**src/rtl/instr_encoder_loader.sv**
```systemverilog
// instr_encoder_loader
//   Packs symbolic instructions (kind + fields) into 32-bit MIPS words.
//   Writes them sequentially into instruction memory starting at BASE_ADDR.
//   Every load is terminated by the 0xFC000000 halt word. The halt word is
//   either requested explicitly or inserted automatically when capacity is hit.
//
// Ports
//   clk, rst_n            clock, asynchronous active-low reset
//   start                 begin a new load (only honoured in IDLE/DONE)
//   in_valid/in_ready     instruction handshake
//   in_kind               0 ADD, 1 ADDI, 2 LW, 3 SW, 4 BEQ, 5 J, 6 HALT, 7 illegal
//   in_rs/rt/rd/imm/target  instruction fields (unused ones ignored per kind)
//   imem_we/addr/wdata    registered imem write port, one cycle after accept
//   count                 words written this load, halt included
//   done                  halt written; held until next start
//   overflow              sticky: capacity hit, auto-halt inserted
//   err                   1-cycle pulse: illegal kind accepted and dropped
module instr_encoder_loader #(
  parameter int ADDR_W    = 8,
  parameter int DEPTH     = 256,
  parameter int BASE_ADDR = 0
) (
  input  logic              clk,
  input  logic              rst_n,
  input  logic              start,
  input  logic              in_valid,
  output logic              in_ready,
  input  logic [2:0]        in_kind,
  input  logic [4:0]        in_rs,
  input  logic [4:0]        in_rt,
  input  logic [4:0]        in_rd,
  input  logic [15:0]       in_imm,
  input  logic [25:0]       in_target,
  output logic              imem_we,
  output logic [ADDR_W-1:0] imem_addr,
  output logic [31:0]       imem_wdata,
  output logic [ADDR_W:0]   count,
  output logic              done,
  output logic              overflow,
  output logic              err
);

  typedef enum logic [1:0] {IDLE, LOAD, DONE} state_t;

  typedef enum logic [2:0] {
    K_ADD, K_ADDI, K_LW, K_SW, K_BEQ, K_J, K_HALT, K_ILL
  } kind_t;

  typedef struct packed {
    logic [2:0]  kind;
    logic [4:0]  rs;
    logic [4:0]  rt;
    logic [4:0]  rd;
    logic [15:0] imm;
    logic [25:0] target;
  } req_t;

  // Last usable count: one slot is always reserved for the halt word.
  localparam logic [ADDR_W:0]   LAST   = (ADDR_W+1)'(DEPTH - 1);
  localparam logic [ADDR_W-1:0] BASE   = ADDR_W'(BASE_ADDR);
  localparam logic [31:0]       HALT_W = 32'hFC000000;

  state_t            state;
  logic [ADDR_W-1:0] ptr;
  logic              halt_pending;
  req_t              req;
  logic [31:0]       enc_word;

  assign req = '{kind: in_kind, rs: in_rs, rt: in_rt, rd: in_rd,
                 imm: in_imm, target: in_target};

  assign in_ready = (state == LOAD) && (count < LAST) && !halt_pending;

  // Only the fields that belong to the kind reach the word.
  always_comb begin
    enc_word = HALT_W;
    case (kind_t'(req.kind))
      K_ADD:  enc_word = {6'h00, req.rs, req.rt, req.rd, 5'd0, 6'h20};
      K_ADDI: enc_word = {6'h08, req.rs, req.rt, req.imm};
      K_LW:   enc_word = {6'h23, req.rs, req.rt, req.imm};
      K_SW:   enc_word = {6'h2B, req.rs, req.rt, req.imm};
      K_BEQ:  enc_word = {6'h04, req.rs, req.rt, req.imm};
      K_J:    enc_word = {6'h02, req.target};
      default: enc_word = HALT_W;
    endcase
  end

  always_ff @(posedge clk or negedge rst_n) begin
    if (!rst_n) begin
      state        <= IDLE;
      ptr          <= BASE;
      count        <= '0;
      done         <= 1'b0;
      overflow     <= 1'b0;
      err          <= 1'b0;
      halt_pending <= 1'b0;
      imem_we      <= 1'b0;
      imem_addr    <= '0;
      imem_wdata   <= '0;
    end else begin
      imem_we <= 1'b0;
      err     <= 1'b0;
      case (state)
        IDLE, DONE: begin
          if (start) begin
            state    <= LOAD;
            ptr      <= BASE;
            count    <= '0;
            done     <= 1'b0;
            overflow <= 1'b0;
          end
        end
        LOAD: begin
          if (halt_pending) begin
            // Halt word is on the write port this cycle; load completes here.
            halt_pending <= 1'b0;
            done         <= 1'b1;
            state        <= DONE;
          end else if (count == LAST) begin
            // Capacity reached: force the halt into the reserved last slot.
            imem_we      <= 1'b1;
            imem_addr    <= ptr;
            imem_wdata   <= HALT_W;
            ptr          <= ptr + 1'b1;
            count        <= count + 1'b1;
            overflow     <= 1'b1;
            halt_pending <= 1'b1;
          end else if (in_valid && in_ready) begin
            if (kind_t'(req.kind) == K_ILL) begin
              err <= 1'b1;
            end else begin
              imem_we    <= 1'b1;
              imem_addr  <= ptr;
              imem_wdata <= enc_word;
              ptr        <= ptr + 1'b1;
              count      <= count + 1'b1;
              if (kind_t'(req.kind) == K_HALT) halt_pending <= 1'b1;
            end
          end
        end
        default: state <= IDLE;
      endcase
    end
  end

endmodule

```
**config.mk**
```make
export PLATFORM = sky130hd
export DESIGN_NAME = instr_encoder_loader
export DESIGN_NICKNAME = d
export VERILOG_FILES = /design/src/rtl/instr_encoder_loader.sv
export SDC_FILE = /design/constraint.sdc
export NUM_CORES = 1
export LEC_CHECK = 0
export ABC_AREA = 1
export CAP_MARGIN = 20
export CORE_MARGIN = 2
export CORE_UTILIZATION = 40
export DETAILED_ROUTE_END_ITERATION = 7
export PLACE_DENSITY = 0.8
export REMOVE_ABC_BUFFERS = 1
export SLEW_MARGIN = 20
export SYNTH_ARGS = -nofsm -noshare
export SYNTH_HDL_FRONTEND = slang
export SYNTH_SLANG_ARGS = --single-unit
```
**constraint.sdc**
```tcl
create_clock -name clk -period 3.92 [get_ports clk]
set_input_delay 1.176 -clock clk [delete_from_list [all_inputs] [get_ports clk]]
set_output_delay 1.176 -clock clk [all_outputs]
set_load 0.05 [all_outputs]
```
==> out/results.ini, run 1 <==
[status]
status=finished clean

[timing]
slew_headroom_pct=44.0
setup_viol=0
fin_setup_tns_ps=0
hold_viol=0
rsz0062_at_grt=no
fmax_mhz=299
drv_slew=0
post-route-period-util_pct=85.4
min_period_ps=3350
worstMarginPinSlew_ps=836
fin_skew_ps=9.19

[cts]
cts_resized=0
cts.sinks=63
cts_setup_buffers=0
clock-root-buffer=clkbuf_8
postCtsHoldBufs=0
worstSkewPairLatency_ps=350
numCtsBuffers=9
clockBufferDepth=2
path_clk_slew_ps=70
cts_tree=yes
htreeDepth=3

[synthesis]
netlist_area_um2=3540
synth_area_leaders=dfrtp_1 (45%), nand2_1 (20%), nand3_1 (12%)
ys.flop_type=dfrtp_1
yosys.area.top_type=dfrtp_1
synth_common_cells=nand2_1 (188), nand3_1 (85), dfrtp_1 (63)
yosysWarningCount=0
postSynthCellCount=481
synth_edf_count=0
ys_types=32
async_flop_share_pct=100
post_synth.cell_area_avg_um2=7.35
synth.top_cell.area_share_pct=44.6
yosysMostFrequentCell=nand2_1
yosys_register_bits=63
seq_area_frac_synth_pct=44.6

[routing]
vias=3629
drc=0
postRouteAntennaNets=0
wl_per_cell_um=14.5
drt_first_pass_iters=4
drtIter0Drc=177
via_per_inst=5.16
drt_wl_total_mm=10.2

[floorplanning]
die_w_um=98.0
dieHeight_um=98.0
pin_count=118
start_util_pct=40.9
num_rows=34
dieArea_um2=9610
core-area_um2=8640

[global_route]
grt_first_pass_wirelength_mm=17.0
grt_max_degree=44
grtUsageTotal_pct=21.6
antenna_found_initial=0
grt-ovfl-total=0
grt_pass1_vias=3527

[worst_setup_path]
critPathMaxFanout=4
reg2reg_slack_ps=1040
crit_slowest_cell=clkdlybuf4s50_1
r2r_start=count[0]
crit_arrival_ps=2170
crit_path_start=halt_pending
critPathMaxStageDelay_ps=790
path_cells=nand3b_2 -> nor2_2 -> nand2_1 -> inv_1 -> clkdlybuf4s50_1
critPathKind=flop to output pin
endpoint_kind=output pin
startpoint_type=flop
cp_data_required_time_ps=2740

[pwr]
clkPwrFrac_pct=19.6
pwr-share-seq_pct=28.1
share_comb_of_total_power_pct=52.3
switching_share_pct=48.4
peakVddDrop_v=0.000396
internal_power_w=0.00182
power.density_nw_per_um2=708
p_leak_nw=2.43
power_switching_w=0.00171

[hold_path]
hold_path_class=flop to flop
worstHoldStart=imem_wdata[6]

[placement]
dp_hpwl_mm=7.12
finalWeightedCongestion=0.858
dpl_cell_area_um2=4730
portBuffers=117

[layout]
ff_latch_area_um2=1580
diodes=0
drive_above_1_share_pct=7.73
syn_to_final_growth_pct=40.7
multi_input_area_um2=1670
nFillCells=788
nets=657
fin_area_um2=4980

[run]
cap_violations=0

-- layer usage --
| metal | GRT usage, % | vias up | routed length (um) |
|---|---|---|---|
| met3 | 5.15 | 18 | 805 |
| met1 | 27.5 | 1716 | 4330 |
| li1 | - | 1773 | - |
| met5 | 0 | - | 0 |
| met2 | 35.9 | 122 | 4900 |
| met4 | 7.48 | 0 | 175 |
-- through the flow --
| step | total power, W | instances | hold slack, ps | util (%) | setup WS (ps) |
|---|---|---|---|---|---|
| final | 0.00352 | 703 | 470 | 57.6 | 571 |
| after global routing | 0.00372 | 703 | 499 | 57.6 | 496 |
| after CTS | 0.00355 | 703 | 475 | 57.6 | 557 |
| after detailed placement | 0.00284 | 687 | 457 | 54.8 | 691 |
| after global placement | 0.00281 | 687 | 453 | 54.8 | 774 |
| after floorplan | 0.00215 | 454 | 486 | - | 745 |
-- cell families (layout without fill, tap and decap cells) --
| logic type | after synthesis | count (layout) | share of synthesized area, % |
|---|---|---|---|
| AND/OR/NAND/NOR | 317 | 317 | 40.1 |
| XOR/XNOR | 3 | 3 | 0.743 |
| buffers and inverters | 60 | 174 | 8.35 |
| adder cells (fa/ha/maj) | 3 | 3 | 1.06 |
| AO/OA/AOI/OAI | 35 | 35 | 5.13 |
| flip-flops | 63 | 63 | 44.6 |
-- layout by cell type (no fill, tap or decap), types with 4 or more instances in the layout --
cell type	synthesis	routed
nand2_1	188	188
dfrtp_1	63	63
clkdlybuf4s50_1	0	116
nor2_1	16	16
nand3_2	6	6
nand4_1	6	6
o21ai_0	5	5
clkbuf_8	0	9
nor3b_1	4	4
nand3_1	85	85
inv_1	29	29
a21oi_1	27	27
buf_4	4	8
-- power groups by stage --
stage / logic [W] / clock network, W / registers [W]
2_1_floorplan: 0.000567 / 0 / 0.00158
4_1_cts: 0.00185 / 0.000705 / 0.000987
6_report: 0.00184 / 0.000692 / 0.000990
3_3_place_gp: 0.00182 / 0 / 0.000992
3_5_place_dp: 0.00185 / 0 / 0.000995
5_1_grt: 0.00197 / 0.000736 / 0.00101
-- worst max-delay path: cells and delay by family, from the launching register on --
family / cells / cell delay [ps]
DFF: 1 / 420
buffers and inverters: 2 / 850
and+or+nand+nor: 3 / 560
-- path summary, 6_finish.rpt --
check	end	cells past startpoint
worst max register to register	imem_wdata[30]	9
min in group asynchronous	imem_wdata[25]	1
worst min-delay path	imem_wdata[6]	2
worst min register to register	imem_wdata[6]	2
max in group asynchronous	ptr[5]	2
worst max-delay path	in_ready	5
-- sequential cells by signal, summed over array words and instances, names as in the netlist --
signal	cells
imem_wdata	31
count	9
imem_addr	8
ptr	8
state	2
done	1
err	1
halt_pending	1
imem_we	1
overflow	1
-- final cells by class --
cell class / count / share of cell area [%]
repair buffers: 125 / 24.6
multi-input cells: 358 / 33.5
well taps: 108 / 2.72
clock inverters: 7 / 2.41
clock buffers: 9 / 2.49
flip-flops and latches: 63 / 31.7
inverters: 33 / 2.51
Note: power is estimated with default switching activity, not from simulation.
==> run 2: changes to the inputs <==
CELL_PAD_IN_SITES_DETAIL_PLACEMENT = 1   (was default)
CELL_PAD_IN_SITES_GLOBAL_PLACEMENT = 1   (was default)
CORE_UTILIZATION = 35   (was 40)
PLACE_DENSITY = 0.95   (was 0.8)
SLEW_MARGIN = 30   (was 20)
==> run 2 against run 1 <==
- hold slack better by 3.4 ps
- cell count is 3.0% higher
- global-route usage up 0.35 points
- combinational power about the same
- register-to-register slack got worse by 270 ps
- largest power group unchanged
- critical endpoint unchanged
- sequential share of layout area grew 0.13 points
- highest routed layer unchanged
==> out/results.ini, run 2 (same netlist as run 1, synthesis figures left out) <==
[floorplanning]
die_w_um=105
num_rows=36
core-area_um2=9770
dieHeight_um=105
start_util_pct=36.2
dieArea_um2=10900
pin_count=118

[worst_setup_path]
crit_arrival_ps=2140
cp_data_required_time_ps=2740
critPathKind=flop to output pin
critPathMaxFanout=4
endpoint_kind=output pin
reg2reg_slack_ps=770
startpoint_type=flop

[global_route]
grt_pass1_vias=3968
antenna_found_initial=0
grt-ovfl-total=0
grt_max_degree=44
grt_first_pass_wirelength_mm=19.6
grtUsageTotal_pct=21.9

[cts]
cts_resized=0
worstSkewPairLatency_ps=350
postCtsHoldBufs=0
path_clk_slew_ps=60
numCtsBuffers=9
clockBufferDepth=2
cts.sinks=63
cts_setup_buffers=0
clock-root-buffer=clkbuf_8
cts_tree=yes
htreeDepth=3

[routing]
via_per_inst=5.08
drc=0
drt_first_pass_iters=4
postRouteAntennaNets=0
wl_per_cell_um=15.9
drtIter0Drc=115
drt_wl_total_mm=11.5
vias=3676

[pwr]
switching_share_pct=49.5
internal_power_w=0.00174
power_w=0.00346
p_leak_nw=2.41
clkPwrFrac_pct=17.6
power.density_nw_per_um2=698
pwr-share-seq_pct=28.3
peakVddDrop_v=0.000469
share_comb_of_total_power_pct=54.1
power_switching_w=0.00171

[timing]
fin_setup_tns_ps=0
min_period_ps=3320
slew_headroom_pct=43.3
drv_slew=0
fmax_mhz=302
setup_viol=0
hold_viol=0
worstMarginPinSlew_ps=848
fin_skew_ps=8.08
rsz0062_at_grt=no
post-route-period-util_pct=84.6

[run]
cap_violations=0

[layout]
syn_to_final_growth_pct=40.2
final_cell_mix=nand2_1 (188), clkdlybuf4s50_1 (116), nand3_1 (85)
largest_reg_flops=31
nets=654
nFillCells=1244
final_common_cell=nand2_1
drive_above_1_share_pct=6.94
largestRegisters=imem_wdata (31), count (9)
diodes=0
largest-register=imem_wdata

[placement]
finalWeightedCongestion=0.798
dp_hpwl_mm=8.09
portBuffers=117

[hold_path]
hold_path_class=flop to flop

[status]
status=finished clean

## run 2: cell count changes in the layout (fill, tap and decap cells not counted)
cell / before / now
buf_4: 8 / 5
clkinv_1: 0 / 1
clkbuf_8: 9 / 13
clkinv_2: 2 / 0
inv_6: 1 / 0
clkinv_4: 1 / 0
bufinv_16: 3 / 1
## run 2: worst paths after layout
path | depth (start not counted) | endpoint | from
worst min register to register | 2 | imem_wdata[28] | imem_wdata[28]
worst min-delay path | 2 | imem_wdata[28] | imem_wdata[28]
worst max-delay path | 5 | in_ready | halt_pending
max in group asynchronous | 2 | count[3] | rst_n
min in group asynchronous | 1 | imem_addr[2] | rst_n
worst max register to register | 10 | imem_wdata[3] | count[0]
## run 2: routing by layer
layer	share of wire, %	vias to the layer above	track usage (%)
li1	-	1760	-
met1	43	1807	25.7
met2	51	93	40.4
met3	3.8	16	4.26
met4	1.7	0	6.18
met5	0	-	0
## run 2: final cells by class
| type | instances | area [um^2] | share of cell area [%] |
|---|---|---|---|
| tap | 133 | 166 | 3.36 |
| clock inverter | 2 | 37.5 | 0.757 |
| inverter | 33 | 124 | 2.50 |
| sequential | 63 | 1580 | 31.8 |
| multi-input combinational | 358 | 1670 | 33.7 |
| clock buffer | 13 | 179 | 3.61 |
| timing repair buffer | 122 | 1200 | 24.3 |
## run 2: critical path, stage by stage, from the launching register on
cell and delay [ps]:
dfrtp_1 400, nand3b_2 250, nor2_2 190, nand2_1 100
inv_1 60, clkdlybuf4s50_1 790
## run 2: metrics by stage
step | hold slack, ps | worst slack (ps) | util [%] | instance area, um^2 | instances
after floorplan | 486 | 745 | - | 3360 | 454
after global placement | 453 | 597 | 48.5 | 4740 | 709
after detailed placement | 459 | 485 | 48.5 | 4740 | 709
after CTS | 475 | 584 | 50.7 | 4960 | 724
after global routing | 487 | 502 | 50.7 | 4960 | 724
final | 474 | 604 | 50.7 | 4960 | 724
## run 2: power by group through the flow
stage | Clock, W | Combinational (W) | Sequential [W]
after floorplan | 0 | 0.000567 | 0.00158
after global placement | 0 | 0.00182 | 0.000978
after detailed placement | 0 | 0.00187 | 0.000986
after CTS | 0.000620 | 0.00189 | 0.000978
after global routing | 0.000651 | 0.00200 | 0.00100
final | 0.000610 | 0.00187 | 0.000977
==> run 3: changes to the inputs <==
CORE_UTILIZATION = 32   (was 35)
PLACE_DENSITY = 0.89   (was 0.95)
clock period = 3.11 ns   (was 3.92 ns; I/O delays follow)
==> run 3 against run 2 <==
- routed wire length decreased by 1.6%
- clock-buffer cell count decreased by 1
- via count shrank 0.57%
- die area is 9.0% higher
- critical path type unchanged
- largest cell class unchanged
- largest power group unchanged
- highest routed layer unchanged
==> out/results.ini, run 3 (same netlist as run 1, synthesis figures left out) <==
[pwr]
pwr-share-seq_pct=28.4
power.density_nw_per_um2=870
power_switching_w=0.00217
power_w=0.00437
share_comb_of_total_power_pct=54.6
clkPwrFrac_pct=17.1
switching_share_pct=49.6
p_leak_nw=2.43
internal_power_w=0.00220
peakVddDrop_v=0.000506

[routing]
drc=0
vias=3655
drt_first_pass_iters=4
postRouteAntennaNets=0
wl_per_cell_um=15.4
drt_wl_total_mm=11.4
via_per_inst=4.96
drtIter0Drc=177

[layout]
final_cell_mix=nand2_1 (188), clkdlybuf4s50_1 (115), nand3_1 (85)
nFillCells=1327
nets=659
largestRegisters=imem_wdata (31), count (9)
syn_to_final_growth_pct=41.9
diodes=0
drive_above_1_share_pct=7.71
finalNonFillerCells=737
largest-register=imem_wdata
final_common_cell=nand2_1
largest_reg_flops=31

[global_route]
grt_first_pass_wirelength_mm=18.8
grt_pass1_vias=3867
antenna_found_initial=0
grt-ovfl-total=0
grtUsageTotal_pct=20.0
grt_max_degree=64

[floorplanning]
dieArea_um2=11900
core-area_um2=10800
die_w_um=109
dieHeight_um=109
start_util_pct=32.8
pin_count=118
num_rows=38

[placement]
dp_slack_ps=309
dp_hpwl_mm=8.21
portBuffers=117
finalWeightedCongestion=0.838
placed_cells=721

[cts]
cts_setup_buffers=0
numCtsBuffers=9
htreeDepth=3
cts.sinks=63
path_clk_slew_ps=80
clockBufferDepth=2
worstSkewPairLatency_ps=340
clock-root-buffer=clkbuf_8
cts_tree=yes

[worst_setup_path]
cp_num_buf_inv=2
path_cells=nand3b_2 -> nor2_2 -> nand2_1 -> inv_1 -> dlygate4sd2_1
endpoint_kind=output pin
critPathMaxStageDelay_ps=530
cp_data_required_time_ps=2180
crit_arrival_ps=1890
crit_slowest_cell=dlygate4sd2_1
critPathKind=flop to output pin
critPathMaxFanout=4
startpoint_type=flop
critical-path-top-delay-family=buffers and inverters

[timing]
hold_viol=0
drv_slew=0
fmax_mhz=355
slew_headroom_pct=46.4
min_period_ps=2820
fin_skew_ps=10.7
rsz0062_at_grt=no
fin_setup_tns_ps=0
timing.final.ws_setup_ps=291
whs_ps=469
setup_viol=0
post-route-period-util_pct=90.6
worstMarginPinSlew_ps=803

[status]
status=finished clean

[run]
cap_violations=0

[hold_path]
hold_path_class=flop to flop

[run 3: cell type report]
class	count	area [um^2]	share of cell area, %
inverters	33	124	2.47
clock buffers	12	155	3.09
flip-flops and latches	63	1580	31.4
multi-input cells	358	1670	33.3
repair buffers	127	1260	25.2
well taps	140	175	3.49
clock inverters	4	53.8	1.07
[run 3: metal layers]
| layer | vias to the layer above | GRT usage [%] | part of all wire (%) |
|---|---|---|---|
| met2 | 90 | 34.4 | 49 |
| met4 | 0 | 6.59 | 1.4 |
| met3 | 13 | 3.71 | 5.3 |
| met5 | - | 0 | 0 |
| li1 | 1774 | - | - |
| met1 | 1778 | 25.1 | 44 |
[run 3: path summary, 6_finish.rpt]
kind | start | endpoint | slack [ps] | depth (start not counted)
worst max-delay path | halt_pending | in_ready | 290 | 5
worst min-delay path | imem_addr[1] | imem_addr[1] | 470 | 2
worst max register to register | count[0] | imem_wdata[19] | 840 | 9
worst min register to register | imem_addr[1] | imem_addr[1] | 470 | 2
max in group asynchronous | rst_n | state[0] | 1810 | 2
min in group asynchronous | rst_n | imem_we | 760 | 2
[run 3: per-stage QoR]
stage                     utilization [%]  cell area, um^2
final                                46.5             5020
after detailed placement             44.6             4810
after global routing                 46.5             5020
after CTS                            46.5             5020
after floorplan                         -             3360
after global placement               44.6             4810
[run 3: power by group through the flow]
stage	logic, W	registers (W)	clock network [W]
6_report	0.00238	0.00124	0.000745
5_1_grt	0.00256	0.00127	0.000807
4_1_cts	0.00241	0.00124	0.000769
3_5_place_dp	0.00241	0.00125	0
3_3_place_gp	0.00234	0.00124	0
2_1_floorplan	0.000715	0.00199	0
[run 3: worst min-delay path, delay by kind of cell, from the launching register on]
family / cells / cell delay (ps)
DFF: 1 / 340
and+or+nand+nor: 2 / 90
[run 3: timing repair]
action                     in CTS  in global routing
hold buffers                    0                  0
hold endpoints to repair        0                  0
gates resized for setup         1                  0
setup endpoints to repair       1                  0
